--- config.mk ---
export PLATFORM = sky130hd
export DESIGN_NAME = cpu_controller
export DESIGN_NICKNAME = d
export VERILOG_FILES = /design/src/rtl/cpu_controller.sv
export SDC_FILE = /design/constraint.sdc
export NUM_CORES = 1
export LEC_CHECK = 0
export ABC_AREA = 1
export BUFFER_PORTS_ARGS = -buffer_cell sky130_fd_sc_hd__buf_4
export CAP_MARGIN = 20
export CORE_MARGIN = 1
export CORE_UTILIZATION = 54
export DETAILED_ROUTE_END_ITERATION = 12
export PLACE_DENSITY_LB_ADDON = 0.12
export SYNTH_ARGS = -nofsm -noshare
export SYNTH_HDL_FRONTEND = slang
export SYNTH_SLANG_ARGS = --single-unit
--- constraint.sdc ---
create_clock -name clk -period 2.05 [get_ports clk]
set_input_delay 0.205 -clock clk [delete_from_list [all_inputs] [get_ports clk]]
set_output_delay 0.205 -clock clk [all_outputs]
set_load 0.05 [all_outputs]
--- src/rtl/cpu_controller.sv ---
// rtl/cpu_controller.sv - Moore FSM sequencing fetch, decode, ALU, load/store and halt for a 16-bit CPU datapath.
// RAM reads are timed by a shared wait counter that runs RAM_LAT cycles in S_FETCH and S_MRD.
module cpu_controller #(
    parameter int RAM_LAT = 1
) (
    input  logic       clk,
    input  logic       rst,
    input  logic [2:0] opcode,
    input  logic [1:0] op,
    output logic       load_pc,
    output logic       pc_sel,
    output logic       load_ir,
    output logic       load_addr,
    output logic       addr_sel,
    output logic       ram_w_en,
    output logic [2:0] nsel,
    output logic       w_en,
    output logic [1:0] wb_sel,
    output logic       en_A,
    output logic       en_B,
    output logic       en_C,
    output logic       en_status,
    output logic       sel_A,
    output logic       waiting,
    output logic       halted
);

    typedef enum logic [4:0] {
        S_RST, S_FETCH, S_IR, S_DEC, S_WIMM, S_GA, S_GB, S_EX, S_WB,
        S_MGB, S_MEX, S_MADR, S_MRD, S_MWB, S_SGB, S_SEX, S_SWR, S_HALT
    } state_t;

    localparam logic [2:0] CNT_LAST = 3'(RAM_LAT - 1);

    state_t     state_q, state_d;
    logic [2:0] cnt_q, cnt_d;
    logic       mov_q, mov_d;
    logic       cmp_q, cmp_d;

    always_ff @(posedge clk or posedge rst) begin
        if (rst) begin
            state_q <= S_RST;
            cnt_q   <= '0;
            mov_q   <= 1'b0;
            cmp_q   <= 1'b0;
        end else begin
            state_q <= state_d;
            cnt_q   <= cnt_d;
            mov_q   <= mov_d;
            cmp_q   <= cmp_d;
        end
    end

    // Instruction class is latched in S_DEC so S_EX outputs depend on registered state only.
    always_comb begin
        state_d = state_q;
        cnt_d   = '0;
        mov_d   = mov_q;
        cmp_d   = cmp_q;
        case (state_q)
            S_RST:   state_d = S_FETCH;
            S_FETCH: begin
                if (cnt_q == CNT_LAST) state_d = S_IR;
                else                   cnt_d   = 3'(cnt_q + 3'd1);
            end
            S_IR:    state_d = S_DEC;
            S_DEC: begin
                mov_d = ({opcode, op} == 5'b110_00) || ({opcode, op} == 5'b101_11);
                cmp_d = ({opcode, op} == 5'b101_01);
                case ({opcode, op})
                    5'b110_10:                       state_d = S_WIMM;
                    5'b101_00, 5'b101_01, 5'b101_10: state_d = S_GA;
                    5'b110_00, 5'b101_11:            state_d = S_GB;
                    5'b011_00, 5'b100_00:            state_d = S_MGB;
                    default:                         state_d = S_HALT;
                endcase
            end
            S_WIMM:  state_d = S_FETCH;
            S_GA:    state_d = S_GB;
            S_GB:    state_d = S_EX;
            S_EX:    state_d = cmp_q ? S_FETCH : S_WB;
            S_WB:    state_d = S_FETCH;
            S_MGB:   state_d = S_MEX;
            S_MEX:   state_d = S_MADR;
            S_MADR:  state_d = (opcode == 3'b011) ? S_MRD : S_SGB;
            S_MRD: begin
                if (cnt_q == CNT_LAST) state_d = S_MWB;
                else                   cnt_d   = 3'(cnt_q + 3'd1);
            end
            S_MWB:   state_d = S_FETCH;
            S_SGB:   state_d = S_SEX;
            S_SEX:   state_d = S_SWR;
            S_SWR:   state_d = S_FETCH;
            S_HALT:  state_d = S_HALT;
            default: state_d = S_RST;
        endcase
    end

    always_comb begin
        load_pc   = 1'b0;
        pc_sel    = 1'b0;
        load_ir   = 1'b0;
        load_addr = 1'b0;
        addr_sel  = 1'b0;
        ram_w_en  = 1'b0;
        nsel      = 3'b000;
        w_en      = 1'b0;
        wb_sel    = 2'b00;
        en_A      = 1'b0;
        en_B      = 1'b0;
        en_C      = 1'b0;
        en_status = 1'b0;
        sel_A     = 1'b0;
        waiting   = 1'b0;
        halted    = 1'b0;
        case (state_q)
            S_RST:   load_pc = 1'b1;
            S_FETCH: begin
                addr_sel = 1'b1;
                waiting  = (cnt_q == 3'd0);
            end
            S_IR: begin
                addr_sel = 1'b1;
                load_ir  = 1'b1;
            end
            S_DEC: begin
                load_pc = 1'b1;
                pc_sel  = 1'b1;
            end
            S_WIMM: begin
                nsel   = 3'b001;
                wb_sel = 2'b10;
                w_en   = 1'b1;
            end
            S_GA: begin
                nsel = 3'b001;
                en_A = 1'b1;
            end
            S_GB: begin
                nsel = 3'b100;
                en_B = 1'b1;
            end
            S_EX: begin
                sel_A     = mov_q;
                en_status = cmp_q;
                en_C      = ~cmp_q;
            end
            S_WB: begin
                nsel = 3'b010;
                w_en = 1'b1;
            end
            S_MGB: begin
                nsel = 3'b001;
                en_B = 1'b1;
            end
            S_MEX, S_SEX: begin
                sel_A = 1'b1;
                en_C  = 1'b1;
            end
            S_MADR:  load_addr = 1'b1;
            S_MWB: begin
                nsel   = 3'b010;
                wb_sel = 2'b01;
                w_en   = 1'b1;
            end
            S_SGB: begin
                nsel = 3'b010;
                en_B = 1'b1;
            end
            S_SWR:   ram_w_en = 1'b1;
            S_HALT:  halted = 1'b1;
            default: ;
        endcase
    end

endmodule

# Word-level counts from Yosys, hierarchy flattened
# Memory sizes are Yosys's and may differ from the RTL's.
# Index checks and enable logic that the tools add are counted.
# word_totals
n_memories	1
reg_bits	10
mem_bits_ro	160
out_inout_bits	19
input_bits	7
# memory_table
name	depth	word_bits	read_ports	rd_clocked_by_memory_dff	wr	line	rtl
(no name shown)	32	5	1	0	0	70	case ({opcode, op})
# op_classes
addsub	1
n_reduce_logical	13
muxes	23
eq_ne	23
n_bitwise	1
# op_table
cell	n
5-bit case mux with 14 select lines	1
5-bit by 4-bit == test with 1-bit output (second input constant)	8
5-bit == test (second input constant)	5
5-bit by 3-bit == test with 1-bit output (second input constant)	4
1-bit two-way mux	12
3-bit OR reduction	4
5-bit by 2-bit == test with 1-bit output (second input constant)	2
5-bit two-way mux	2
3-bit case mux with 3 select lines	1
2-bit OR reduction	4
3-bit two-way mux	2
5-bit by 1-bit == test with 1-bit output (second input constant)	1
5-bit zero test	1
5-bit OR reduction	1
4-bit two-way mux	1
2-bit != test (second input constant)	2
1-bit case mux with 2 select lines	2
2-bit case mux with 2 select lines	1
3-bit by 1-bit adder with 3-bit output (second input constant)	1
3-bit by 2-bit == test with 1-bit output (second input constant)	1
3-bit zero test	1
2-bit two-way mux	1
2-bit AND reduction	1
1-bit logical OR	1
1-bit inverter	1

# Depth between registers and ports, before layout
# logic_depth
depth_word	3
ltp_mapped	9
depth_no_buf	9

# Least setup slack after synthesis
# No wires, ideal clock.
# synth_timing
path_kind	flip-flop to output port
from	register state_q[1]
to	output load_pc
path_stages_with_launch	4
t_arrival_ps	1885
setup_slack_ps	-40
t_required_ps	1845
path_buffers	0
cell_sequence	dfrtp_1 nor2_1 nand2_1 o21ai_0
# synth_via
elab_chain_len	3
elab_cells_between_ends	4
# synth_rtl
element	line	rtl
start, declared	35	state_t state_q, state_d;
start signal, assigned	47	state_q <= state_d;
5-bit by 2-bit == test with 1-bit output / 5-bit zero test (equally long branches)	116	case (state_q)
2-bit OR reduction (no line) (*)	-	
1-bit two-way mux (*)	116	
end, declared	10	output logic load_pc,
# Every way passes the cells marked *; elsewhere a longest branch is shown, timed or not.

# Worst setup path after layout
# layout_timing
from	register state_q[2]
to	output waiting
# layout_via
elab_chain_len	2
# layout_rtl
element	line	rtl
5-bit by 1-bit == test with 1-bit output	116	
1-bit two-way mux	116	
end, declared	24	output logic waiting,
# Every way passes these cells.

==> impl_metrics.toml <==
[setup_path]
worst-path-buf-inv = 2
slowest_stage = "dfrtp_1"
critPathRequiredTime_ns = 1.85
path_delay_family = "simple AND/OR/NAND/NOR gates"
rrSetupSlack_ns = 0.60
path_depth = 6
cp_cell_sequence = "nor2_4, inv_1, nor2_1, nand2_1, nor2_1, buf_4"
startpoint_type = "flip-flop"
cp.arrival_ns = 1.58
crit_top_cell = "nor2_1"
slowest_delay_ns = 0.48
r2r_cells = 7
endpoint_kind = "output pin"
crit_fanout = 5
worstSetupPathType = "flip-flop to output pin"

[drt]
postRouteAntennaNets = 0
via_count = 949
drt-wirelength-per-cell_um = 11.26
drc_errors = 0
drt_iter0_markers = 21
routed_wl_um = 1993
via_per_inst = 5.362
drt_pass1_iterations = 4

[floorplanning]
die_area_mm2 = 0.001780
die_y_um = 42.19
fp.dieW_um = 42.19
coreArea_mm2 = 0.001506
start_util_pct = 57.89
rows = 14
top_level_ports = 26

[clock_network]
root_buffer = "clkbuf_4"
cts.clk_slew.worst_paths_ns = 0.07
cts.repair.resized = 0
clock_latency_ns = 0.26
max-clock-path-buffers = 2
postCtsSetupBuffers = 0
htree_levels = 1
cts_sinks = 10
cts_tree = "built"
cts_made_buffers = 3

[synth]
synth_seq_cells = 10
async_flop_share_pct = 100.0
synth_ff_type = "dfrtp_1"
yosysTopAreaCell = "dfrtp_1"
synth_nets = 141
yosysTopAreaCellShare_pct = 28.69
synth-edff-count = 0
synth_common_cells = "30 x nand2_1, 22 x inv_1, 15 x nor2_1, 13 x nand3_1, 10 x dfrtp_1"
synthCells = 132
yosys_warnings = 0
yosysMostFrequentCell = "nand2_1"
yosysSeqAreaShare_pct = 28.69
ys_types = 20
syn_avg_cell_area_um2 = 6.607
synth.area.top_cells = "dfrtp_1 29%, nand2_1 13%, inv_1 9.5%, nand3_1 7.5%, nor2_1 6.5%"
synthesis.area_um2 = 872.1

[timing]
final_hold_viol_count = 0
worst_pin_slew_ns = 0.3778
setup_viol = 0
tns_ns = 0
rsz0062_at_grt = "false"
period_share_pct = 87.26
report.final.slew_viol_count = 0
post-route-min-period_ns = 1.789
fmax_ghz = 0.5590
finalClockSkew_ns = 0.0007918
maxSlewHeadroom_pct = 74.72

[min_path]
hold_path_depth = 2
hp-class = "input pin to flip-flop"

[grt]
grt_pass1_wl_um = 3312
grt.overflow.total = 0
grt_util_all_layers_pct = 23.87
antenna_found_initial = 0
grt_pass1_vias = 866
grt_start_max_net_pins = 11

[finish]
insertedDiodeCount = 0
fillers = 134
final_nets = 171
area_growth_pct = 27.83
utilization_pct = 74.00
drive_gt1_share_pct = 29.81

[power]
p_per_area_mw_per_mm2 = 1651
p_leak_nw = 0.6949
ir_worst_vdd_v = 0.0008649

[status]
status = "completed"

[placement]
place_congestion = 0.9445
port_buffers = 25
place_hpwl_um = 1642

[flow_run]
cap_violations = 0
[stage by stage]
stage	cells	hold slack [ns]	worst slack, ns	area, um^2	power (mW)
after floorplan	132	0.04518	0.1053	872.1	1.336
after global placement	172	0.2022	0.5848	1069	1.640
after detailed placement	172	0.2119	0.5427	1069	1.659
after CTS	177	0.1589	0.2505	1115	1.840
after global routing	177	0.1702	0.1353	1115	1.954
final	177	0.1642	0.2612	1115	1.840
[routing by layer]
| metal | wire length [um] | vias up | track usage, % | share of wire [%] |
|---|---|---|---|---|
| met5 | 0 | - | 0 | 0 |
| met4 | 24 | 0 | 11.88 | 1.2 |
| met3 | 99 | 6 | 1.724 | 5.0 |
| met2 | 1021 | 41 | 42.77 | 51 |
| met1 | 848 | 424 | 28.41 | 43 |
| li1 | - | 478 | - | - |
[power breakdown]
group / leakage (nW) / switching [mW] / internal [mW] / total, mW
logic: 0.540 / 0.946 / 0.373 / 1.32
registers: 0.134 / 0.0867 / 0.257 / 0.343
clock network: 0.0210 / 0.0711 / 0.108 / 0.179
[cell families (layout without fill, tap and decap cells)]
kind of cell             count (synthesis)  after routing  share of synthesized area (%)
XOR/XNOR                                 1              1                          1.004
AND/OR/NAND/NOR                         81             81                          47.63
buffers and inverters                   27             56                          12.48
flip-flops                              10             10                          28.69
AO/OA/AOI/OAI                           11             11                          7.317
adder cells (fa/ha/maj)                  2              2                          2.869
[path summary, 6_finish.rpt]
kind,startpoint,to
setup / recovery,state_q[2]$_DFFE_PP0P_,waiting
hold / removal,op[1],cmp_q$_DFFE_PP0P_
setup reg to reg,state_q[4]$_DFFE_PP0P_,state_q[0]$_DFFE_PP0P_
hold reg to reg,cnt_q[0]$_DFF_PP0_,cnt_q[0]$_DFF_PP0_
max in group asynchronous,rst,state_q[0]$_DFFE_PP0P_
min in group asynchronous,rst,cmp_q$_DFFE_PP0P_
[cell type report]
cell class / instances / area, um^2 / share of cell area (%)
sequential: 10 / 250.2 / 22.45
tap: 16 / 20.02 / 1.796
inverter: 26 / 97.59 / 8.754
timing repair buffer: 26 / 197.7 / 17.73
clock buffer: 4 / 36.28 / 3.255
multi-input combinational: 95 / 513.0 / 46.02
[state kept, by name, summed over array words and instances (netlist names)]
register and cells:
state_q 5, mov_q 1, cmp_q 1, cnt_q 3
[cell usage in the layout, fill, tap and decap left out, types with 2 or more instances in the layout]
| cell type | Yosys | layout |
|---|---|---|
| o22ai_1 | 2 | 2 |
| nand2_1 | 30 | 30 |
| nand3_1 | 13 | 13 |
| inv_1 | 22 | 22 |
| nor2_1 | 15 | 15 |
| nor3_1 | 5 | 5 |
| dfrtp_1 | 10 | 10 |
| buf_4 | 0 | 25 |
| nand2_2 | 4 | 4 |
| a21oi_1 | 2 | 2 |
| nand4_1 | 3 | 3 |
| o21ai_0 | 5 | 3 |
| clkbuf_4 | 0 | 3 |
| ha_1 | 2 | 2 |
| inv_2 | 4 | 4 |
| o21ai_1 | 0 | 2 |
| nor2_4 | 5 | 5 |
| nand3_2 | 5 | 5 |
[timing repair]
action / 4_1_cts / 5_1_grt
hold buffers: 1 / 0
endpoints found under the hold margin: 10 / 0
setup endpoints to repair: 0 / 0
Note: power is estimated with default switching activity, not from simulation.
